$ cat config.mk
export PLATFORM = sky130hd
export DESIGN_NAME = bist_march_gen
export DESIGN_NICKNAME = d
export VERILOG_FILES = /design/src/rtl/bist_march_gen.sv
export SDC_FILE = /design/constraint.sdc
export NUM_CORES = 1
export LEC_CHECK = 0
export BUFFER_PORTS_ARGS = -buffer_cell sky130_fd_sc_hd__buf_2
export CAP_MARGIN = 25
export CORE_ASPECT_RATIO = 0.7
export CORE_UTILIZATION = 25
export DETAILED_ROUTE_END_ITERATION = 10
export HOLD_SLACK_MARGIN = 0.05
export SYNTH_ARGS = -nofsm -noshare
export SYNTH_HDL_FRONTEND = slang
export SYNTH_SLANG_ARGS = --single-unit
$ cat constraint.sdc
create_clock -name clk -period 1.7 [get_ports clk]
set_clock_uncertainty 0.05 [all_clocks]
set_input_delay 0.17 -clock clk [delete_from_list [all_inputs] [get_ports clk]]
set_output_delay 0.17 -clock clk [all_outputs]
set_load 0.01 [all_outputs]
$ cat src/rtl/bist_march_gen.sv
// bist_march_gen: March C- SRAM BIST controller with read-aligned expected data and fail counting.
// Define BIST_FAIL_LOG_EN to add the first-mismatch log (fail_addr/fail_elem/fail_dir, uses gt/lt).
module bist_march_gen #(
    parameter int ADDR_W = 4,
    parameter int DATA_W = 8,
    parameter int RD_LAT = 1,
    parameter int CNT_W  = 8
) (
    input  logic              clk,
    input  logic              rst,
    input  logic              start,
    output logic              ram_cs,
    output logic              ram_we,
    output logic [ADDR_W-1:0] ram_addr,
    output logic [DATA_W-1:0] ram_wdata,
    output logic [DATA_W-1:0] data_t,
    output logic              cmp_valid,
    input  logic              eq,
`ifdef BIST_FAIL_LOG_EN
    input  logic              gt,
    input  logic              lt,
    output logic [ADDR_W-1:0] fail_addr,
    output logic [2:0]        fail_elem,
    output logic [1:0]        fail_dir,
`endif
    output logic              busy,
    output logic              done,
    output logic              fail,
    output logic [CNT_W-1:0]  fail_count
);
    typedef enum logic [1:0] {IDLE, RUN, DRAIN, DONE} state_t;
    state_t state, state_nx;
    logic [2:0] elem;
    logic [ADDR_W-1:0] acnt;
    logic phase;
    logic [1:0] dcnt;
    logic [RD_LAT-1:0] pv;
    logic [RD_LAT-1:0][DATA_W-1:0] pd;
`ifdef BIST_FAIL_LOG_EN
    logic [RD_LAT-1:0][ADDR_W-1:0] pa;
    logic [RD_LAT-1:0][2:0] pe;
`endif
    logic go, two_op, rd, rd_one, wr_one, last_op;
    assign go      = start && (state == IDLE || state == DONE);
    assign two_op  = elem != 3'd0 && elem != 3'd5;
    assign rd      = elem != 3'd0 && !phase;
    assign rd_one  = elem == 3'd2 || elem == 3'd4;
    assign wr_one  = elem == 3'd1 || elem == 3'd3;
    assign last_op = elem == 3'd5 && acnt == '1;
    // next state and op decode; down elements just invert the up-counting address
    always_comb begin
        state_nx  = go ? RUN
                  : (state == RUN && last_op) ? DRAIN
                  : (state == DRAIN && dcnt == 2'(RD_LAT-1)) ? DONE : state;
        ram_cs    = state == RUN;
        ram_we    = state == RUN && !rd;
        ram_addr  = state != RUN ? '0 : elem >= 3'd3 ? ~acnt : acnt;
        ram_wdata = (state != RUN || rd) ? '0 : {DATA_W{wr_one}};
        cmp_valid = pv[RD_LAT-1];
        data_t    = cmp_valid ? pd[RD_LAT-1] : '0;
        busy      = state == RUN || state == DRAIN;
        done      = state == DONE;
    end
    // state register
    always_ff @(posedge clk) begin
        if (rst) state <= IDLE;
        else state <= state_nx;
    end
    // march sequencing: phase within element, address within element, element index
    always_ff @(posedge clk) begin
        if (rst || go) begin
            elem  <= '0;
            acnt  <= '0;
            phase <= 1'b0;
            dcnt  <= '0;
        end else if (state == RUN) begin
            if (two_op && !phase) phase <= 1'b1;
            else begin
                phase <= 1'b0;
                acnt  <= acnt + 1'b1;
                if (acnt == '1 && elem != 3'd5) elem <= elem + 3'd1;
            end
        end else if (state == DRAIN) dcnt <= dcnt + 2'd1;
    end
    // read-valid pipe, flushed on reset so an aborted run leaves no stale compares
    always_ff @(posedge clk) begin
        if (rst) pv <= '0;
        else pv <= RD_LAT'({pv, state == RUN && rd});
    end
    // expected-data pipe travelling alongside the valid bit
    always_ff @(posedge clk) begin
        pd <= (RD_LAT*DATA_W)'({pd, {DATA_W{rd_one}}});
`ifdef BIST_FAIL_LOG_EN
        pa <= (RD_LAT*ADDR_W)'({pa, ram_addr});
        pe <= (RD_LAT*3)'({pe, elem});
`endif
    end
    // sticky fail flag and saturating mismatch counter
    always_ff @(posedge clk) begin
        if (rst || go) begin
            fail       <= 1'b0;
            fail_count <= '0;
        end else if (cmp_valid && !eq) begin
            fail <= 1'b1;
            if (fail_count != '1) fail_count <= fail_count + 1'b1;
        end
    end
`ifdef BIST_FAIL_LOG_EN
    // first-mismatch capture; fail still low means this is the first one
    always_ff @(posedge clk) begin
        if (rst || go) begin
            fail_addr <= '0;
            fail_elem <= '0;
            fail_dir  <= '0;
        end else if (cmp_valid && !eq && !fail) begin
            fail_addr <= pa[RD_LAT-1];
            fail_elem <= pe[RD_LAT-1];
            fail_dir  <= {gt, lt};
        end
    end
`endif
endmodule

* Word-level counts from Yosys, hierarchy flattened
Index checks and enable logic that the tools add are counted.
** Storage, ports and cells
- Register bits :: 23
- Latch bits :: 0
- Memory bits (writable) :: 0
- Memory bits (read-only) :: 0
- Word-level logic and storage cells :: 68
- Memories :: 0
** Operators by class
- Add/sub/neg operators :: 4
- Multiply operators :: 0
- Div/mod/pow operators :: 0
- Magnitude comparators :: 1
- Eq/ne operators :: 12
- Shift operators :: 0
- Mux-type cells :: 8
- Bitwise operators :: 3
- Reductions and logical operators :: 30
** Operators by type and width (count)
- $mux 8 :: 2
- $logic_and 1x1->1 :: 11
- $add 8x1->8 const B :: 1
- $mux 4 :: 2
- $ne 8x8->1 const B :: 1
- $eq 3x2->1 const B :: 2
- $eq 3x3->1 const B :: 2
- $logic_or 1x1->1 :: 6
- $reduce_and 2->1 :: 3
- $reduce_bool 3->1 :: 2
- $add 4x1->4 const B :: 1
- $eq 2x2->1 const B :: 2
- $eq 4x4->1 const B :: 1
- $logic_not 2->1 :: 2
- $mux 2 :: 2
- $not 4->4 :: 1
- $add 3x1->3 const B :: 1
- $eq 3x1->1 const B :: 1
- $ge 3x2->1 const B :: 1
- $logic_not 1->1 :: 3
- $ne 3x3->1 const B :: 1
- $reduce_and 3->1 :: 1
- $add 2x1->2 const B :: 1
- $eq 2x1->1 const B :: 1
- other kinds (5) :: 7

* Depth between registers and ports, before layout
- Word-level depth :: 5
- Mapped depth :: 6

* Least setup slack after synthesis
No wires, ideal clock.
- Path type :: register to output
- Start point :: reg elem[0]
- End point :: out ram_wdata[1]
- Data arrival time :: 1587 ps
- Setup slack :: -107 ps
- Cell stages (with the launch flop) :: 7
- Path buffers :: 1
- Path through :: dfxtp_1 > inv_1 > ha_1 > a21o_1 > and2_1 > nor2b_1 > buf_4
** Between the ends
- Word-level cells in the longest chain between the ends :: 4
- Elaborated cells on any way between the ends :: 7
** RTL lines
- start: declaration :: line 33 : logic [2:0] elem;
- start signal: assignment :: line 81 : if (acnt == '1 && elem != 3'd5) elem <= elem + 3'd1;
- $reduce_bool 3->1 :: line 46 : assign rd = elem != 3'd0 && !phase;
- $logic_and 1x1->1 :: line 46
- $logic_or 1x1->1 :: line 58 : ram_wdata = (state != RUN || rd) ? '0 : {DATA_W{wr_one}};
- $mux 8 (*) :: line 58
- end: declaration :: line 15 : output logic [DATA_W-1:0] ram_wdata,
Every way passes the cells marked *; elsewhere a longest branch is shown, timed or not.

* Final worst setup path
- Start point :: reg elem[1]
- End point :: out ram_wdata[3]
The elaborated chain is that of the path after synthesis.

==> results.sh <==
export IMPL_status="finished, violations left"
export IMPL_violations="negative setup slack"
export IMPL_top_layer_used="met4"
export IMPL_die_w_um=89.55
export IMPL_vias=1085
export IMPL_crit_path_end_kind="primary output"
export IMPL_cts_max_path_buffers=2
export IMPL_worstSetupStartpoint="elem[1]"
export IMPL_clock_sinks=23
export IMPL_htree_levels=1
export IMPL_diodes=0
export IMPL_netSwitchingPower_uw=230.6
export IMPL_initial_utilization_pct=27.01
export IMPL_drc_errors=0
export IMPL_fin_crit_sh_pct=109.4
export IMPL_syn_area_per_cell_um2=9.002
export IMPL_final_setup_viol_count=17
export IMPL_drive_gt1_share_pct=37.63
export IMPL_grt_max_degree=14
export IMPL_clock_latency_ns=0.27
export IMPL_async_flop_share_pct=0
export IMPL_hold_viol_final=0
export IMPL_hold_class="in2reg"
export IMPL_grt_pass1_vias=924
export IMPL_cts_tree="built"
export IMPL_pre_cts_ws_ns=0.02165
export IMPL_ys_seq_elements=23
export IMPL_drtAntennaViolNets=0
export IMPL_comb_power_share_pct=8.6
export IMPL_rsz0062_at_grt="true"
export IMPL_ys_seq_area_share_pct=34.33
export IMPL_power_density_nw_per_um2=549.3
export IMPL_grt_util_all_layers_pct=10.22
export IMPL_period_needed_ns=1.859
export IMPL_cp_max_fo=8
export IMPL_pwr_share_seq_pct=56.2
export IMPL_fillCellCount=506
export IMPL_wl_met3_um=160
export IMPL_grt_pass1_wl_um=4409
export IMPL_postLayoutSetupSlackWorst_ns=-0.1591
export IMPL_p_clk_share_pct=35.2
export IMPL_antenna_found_initial=0
export IMPL_clk_pin_slew_worst_paths_ns=0.08
export IMPL_coreArea_um2=4966
export IMPL_wirelength_um=2700
export IMPL_port_buffers=37
export IMPL_yosysWarnings=0
export IMPL_fin_nets=203
export IMPL_rows=21
export IMPL_synth_ff_type="dfxtp_1"
export IMPL_pin_count=38
export IMPL_synth_cell_types=35
export IMPL_dieArea_um2=5667
export IMPL_tightest_slew_ns=0.2951
export IMPL_dr_wl_met2_um=1062
export IMPL_ir_drop_uv=210.4
export IMPL_hp_start="start"
export IMPL_met1Wirelength_um=1460
export IMPL_synth_edf_count=0
export IMPL_routabilityCongestion=0.7948
export IMPL_p_int_uw=743.4
export IMPL_synth_net_count=165
export IMPL_dp_hpwl_um=2083
export IMPL_cap_violations=0
export IMPL_critPathArrivalTime_ns=1.64
export IMPL_viasPerCell=4.255
export IMPL_numCtsBuffers=3
export IMPL_wl_per_cell_um=10.59
export IMPL_p_leak_uw=0.0008018
export IMPL_synth_cells=149
export IMPL_fmax_mhz=537.9
export IMPL_root_buffer="clkbuf_8"
export IMPL_slew_viol_final=0
export IMPL_maxSlewHeadroom_pct=80.07
export IMPL_drt_initial_drc_count=16
export IMPL_sw_frac_of_total_pct=23.67
export IMPL_post_route_util_pct=35.70
export IMPL_grt_overflow=0
export IMPL_rr_startpoint="elem[0]"
export IMPL_die_h_um=63.29
export IMPL_area_growth_pct=32.18
export IMPL_criticalPathCategory="reg2out"
export IMPL_dr_pass1_iters=4
export IMPL_cp_required_ns=1.48
export IMPL_cp_start_kind="flip-flop"
export IMPL_synth_cell_area_um2=1341
state kept, by name, indices dropped and copies added (netlist names):
| signal | cells |
|---|---|
| dcnt | 2 |
| fail | 1 |
| cmp_valid | 1 |
| fail_count | 8 |
| acnt | 4 |
| phase | 1 |
| state | 2 |
| pd | 1 |
| elem | 3 |
cell type report:
class | instances | area (um^2) | share of cell area, %
multi-input cells | 99 | 789.5 | 44.53
clock inverters | 1 | 5.005 | 0.2823
inverters | 10 | 37.54 | 2.117
well taps | 69 | 86.33 | 4.869
repair buffers | 50 | 347.8 | 19.62
clock buffers | 3 | 41.29 | 2.329
flip-flops and latches | 23 | 465.4 | 26.25
per-stage QoR:
step / hold WS (ns) / instances / total power (uW) / setup TNS (ns) / area (um^2)
after global placement: 0.3475 / 248 / 640.2 / 0 / 1567
after global routing: 0.1389 / 255 / 1044 / -3.557 / 1773
final: 0.1260 / 255 / 974.0 / -1.948 / 1773
after floorplan: 0.1924 / 149 / 606.1 / 0 / 1344
after CTS: 0.05883 / 253 / 999.4 / -1.891 / 1664
after detailed placement: 0.3479 / 248 / 639.1 / 0 / 1567
kinds of logic after synthesis:
family	after synthesis	synth area share (%)
mux	6	4.944
buf+inv	27	12.03
xor+xnor	12	7.836
compound gates	23	12.50
fa+ha+maj	12	11.19
flops	23	34.33
simple gates	46	17.16
routing by layer:
layer | GRT usage [%] | vias up
met5 | 0 | -
met4 | 2.976 | 0
met3 | 3.539 | 2
met2 | 13.54 | 29
met1 | 15.18 | 490
li1 | - | 564
final timing paths:
kind | end | slack, ns | cells after the start
worst max-delay path | ram_wdata[3] | -0.16 | 7
worst min-delay path | state[0] | 0.13 | 3
worst max register to register | acnt[2] | -0.06 | 7
worst min register to register | fail | 0.43 | 2
power groups by stage:
stage	clock network, uW	logic, uW	registers (uW)
6_report	343	83.4	548
4_1_cts	369	80.6	550
5_1_grt	401	93.8	549
2_1_floorplan	0	43.6	563
3_5_place_dp	0	76.8	562
3_3_place_gp	0	77.8	562
layout by cell type, fill, tap and decap left out, drive strengths merged, types with 4 or more instances in the layout:
cell type and n:
xor2 10, a21oi 6, mux2i 4, o211ai 5
nand2 5, or3 4, buf 49, dfxtp 23
ha 12, nand3 4, o21ai 5, inv 10
nor2 21
synthesized netlist by cell type, drive strengths merged (3+ instances only):
cell / count / area (um^2)
a21oi: 6 / 30.03
and3: 3 / 18.77
buf: 15 / 116.4
dfxtp: 23 / 460.4
ha: 12 / 150.1
inv: 10 / 37.54
mux2i: 4 / 40.04
nand2: 5 / 18.77
nand3: 4 / 20.02
nor2: 21 / 78.83
o211ai: 5 / 47.54
o21ai: 5 / 32.53
or3: 4 / 25.02
xor2: 10 / 87.58
critical path, stage by stage (launching register included):
cell and delay (ns):
dfxtp_4 0.38, inv_1 0.09, ha_4 0.18, a21o_1 0.18, and2_1 0.16, nor2b_4 0.13, buf_12 0.14, buf_6 0.11
repair_timing:
action,in CTS,in global routing
hold buffers,0,1
resized for setup,9,13
pin swaps,1,2
endpoints found under the setup margin,13,21
setup buffers,1,1
endpoints found under the hold margin,0,1
(Power assumes the default switching activity.)
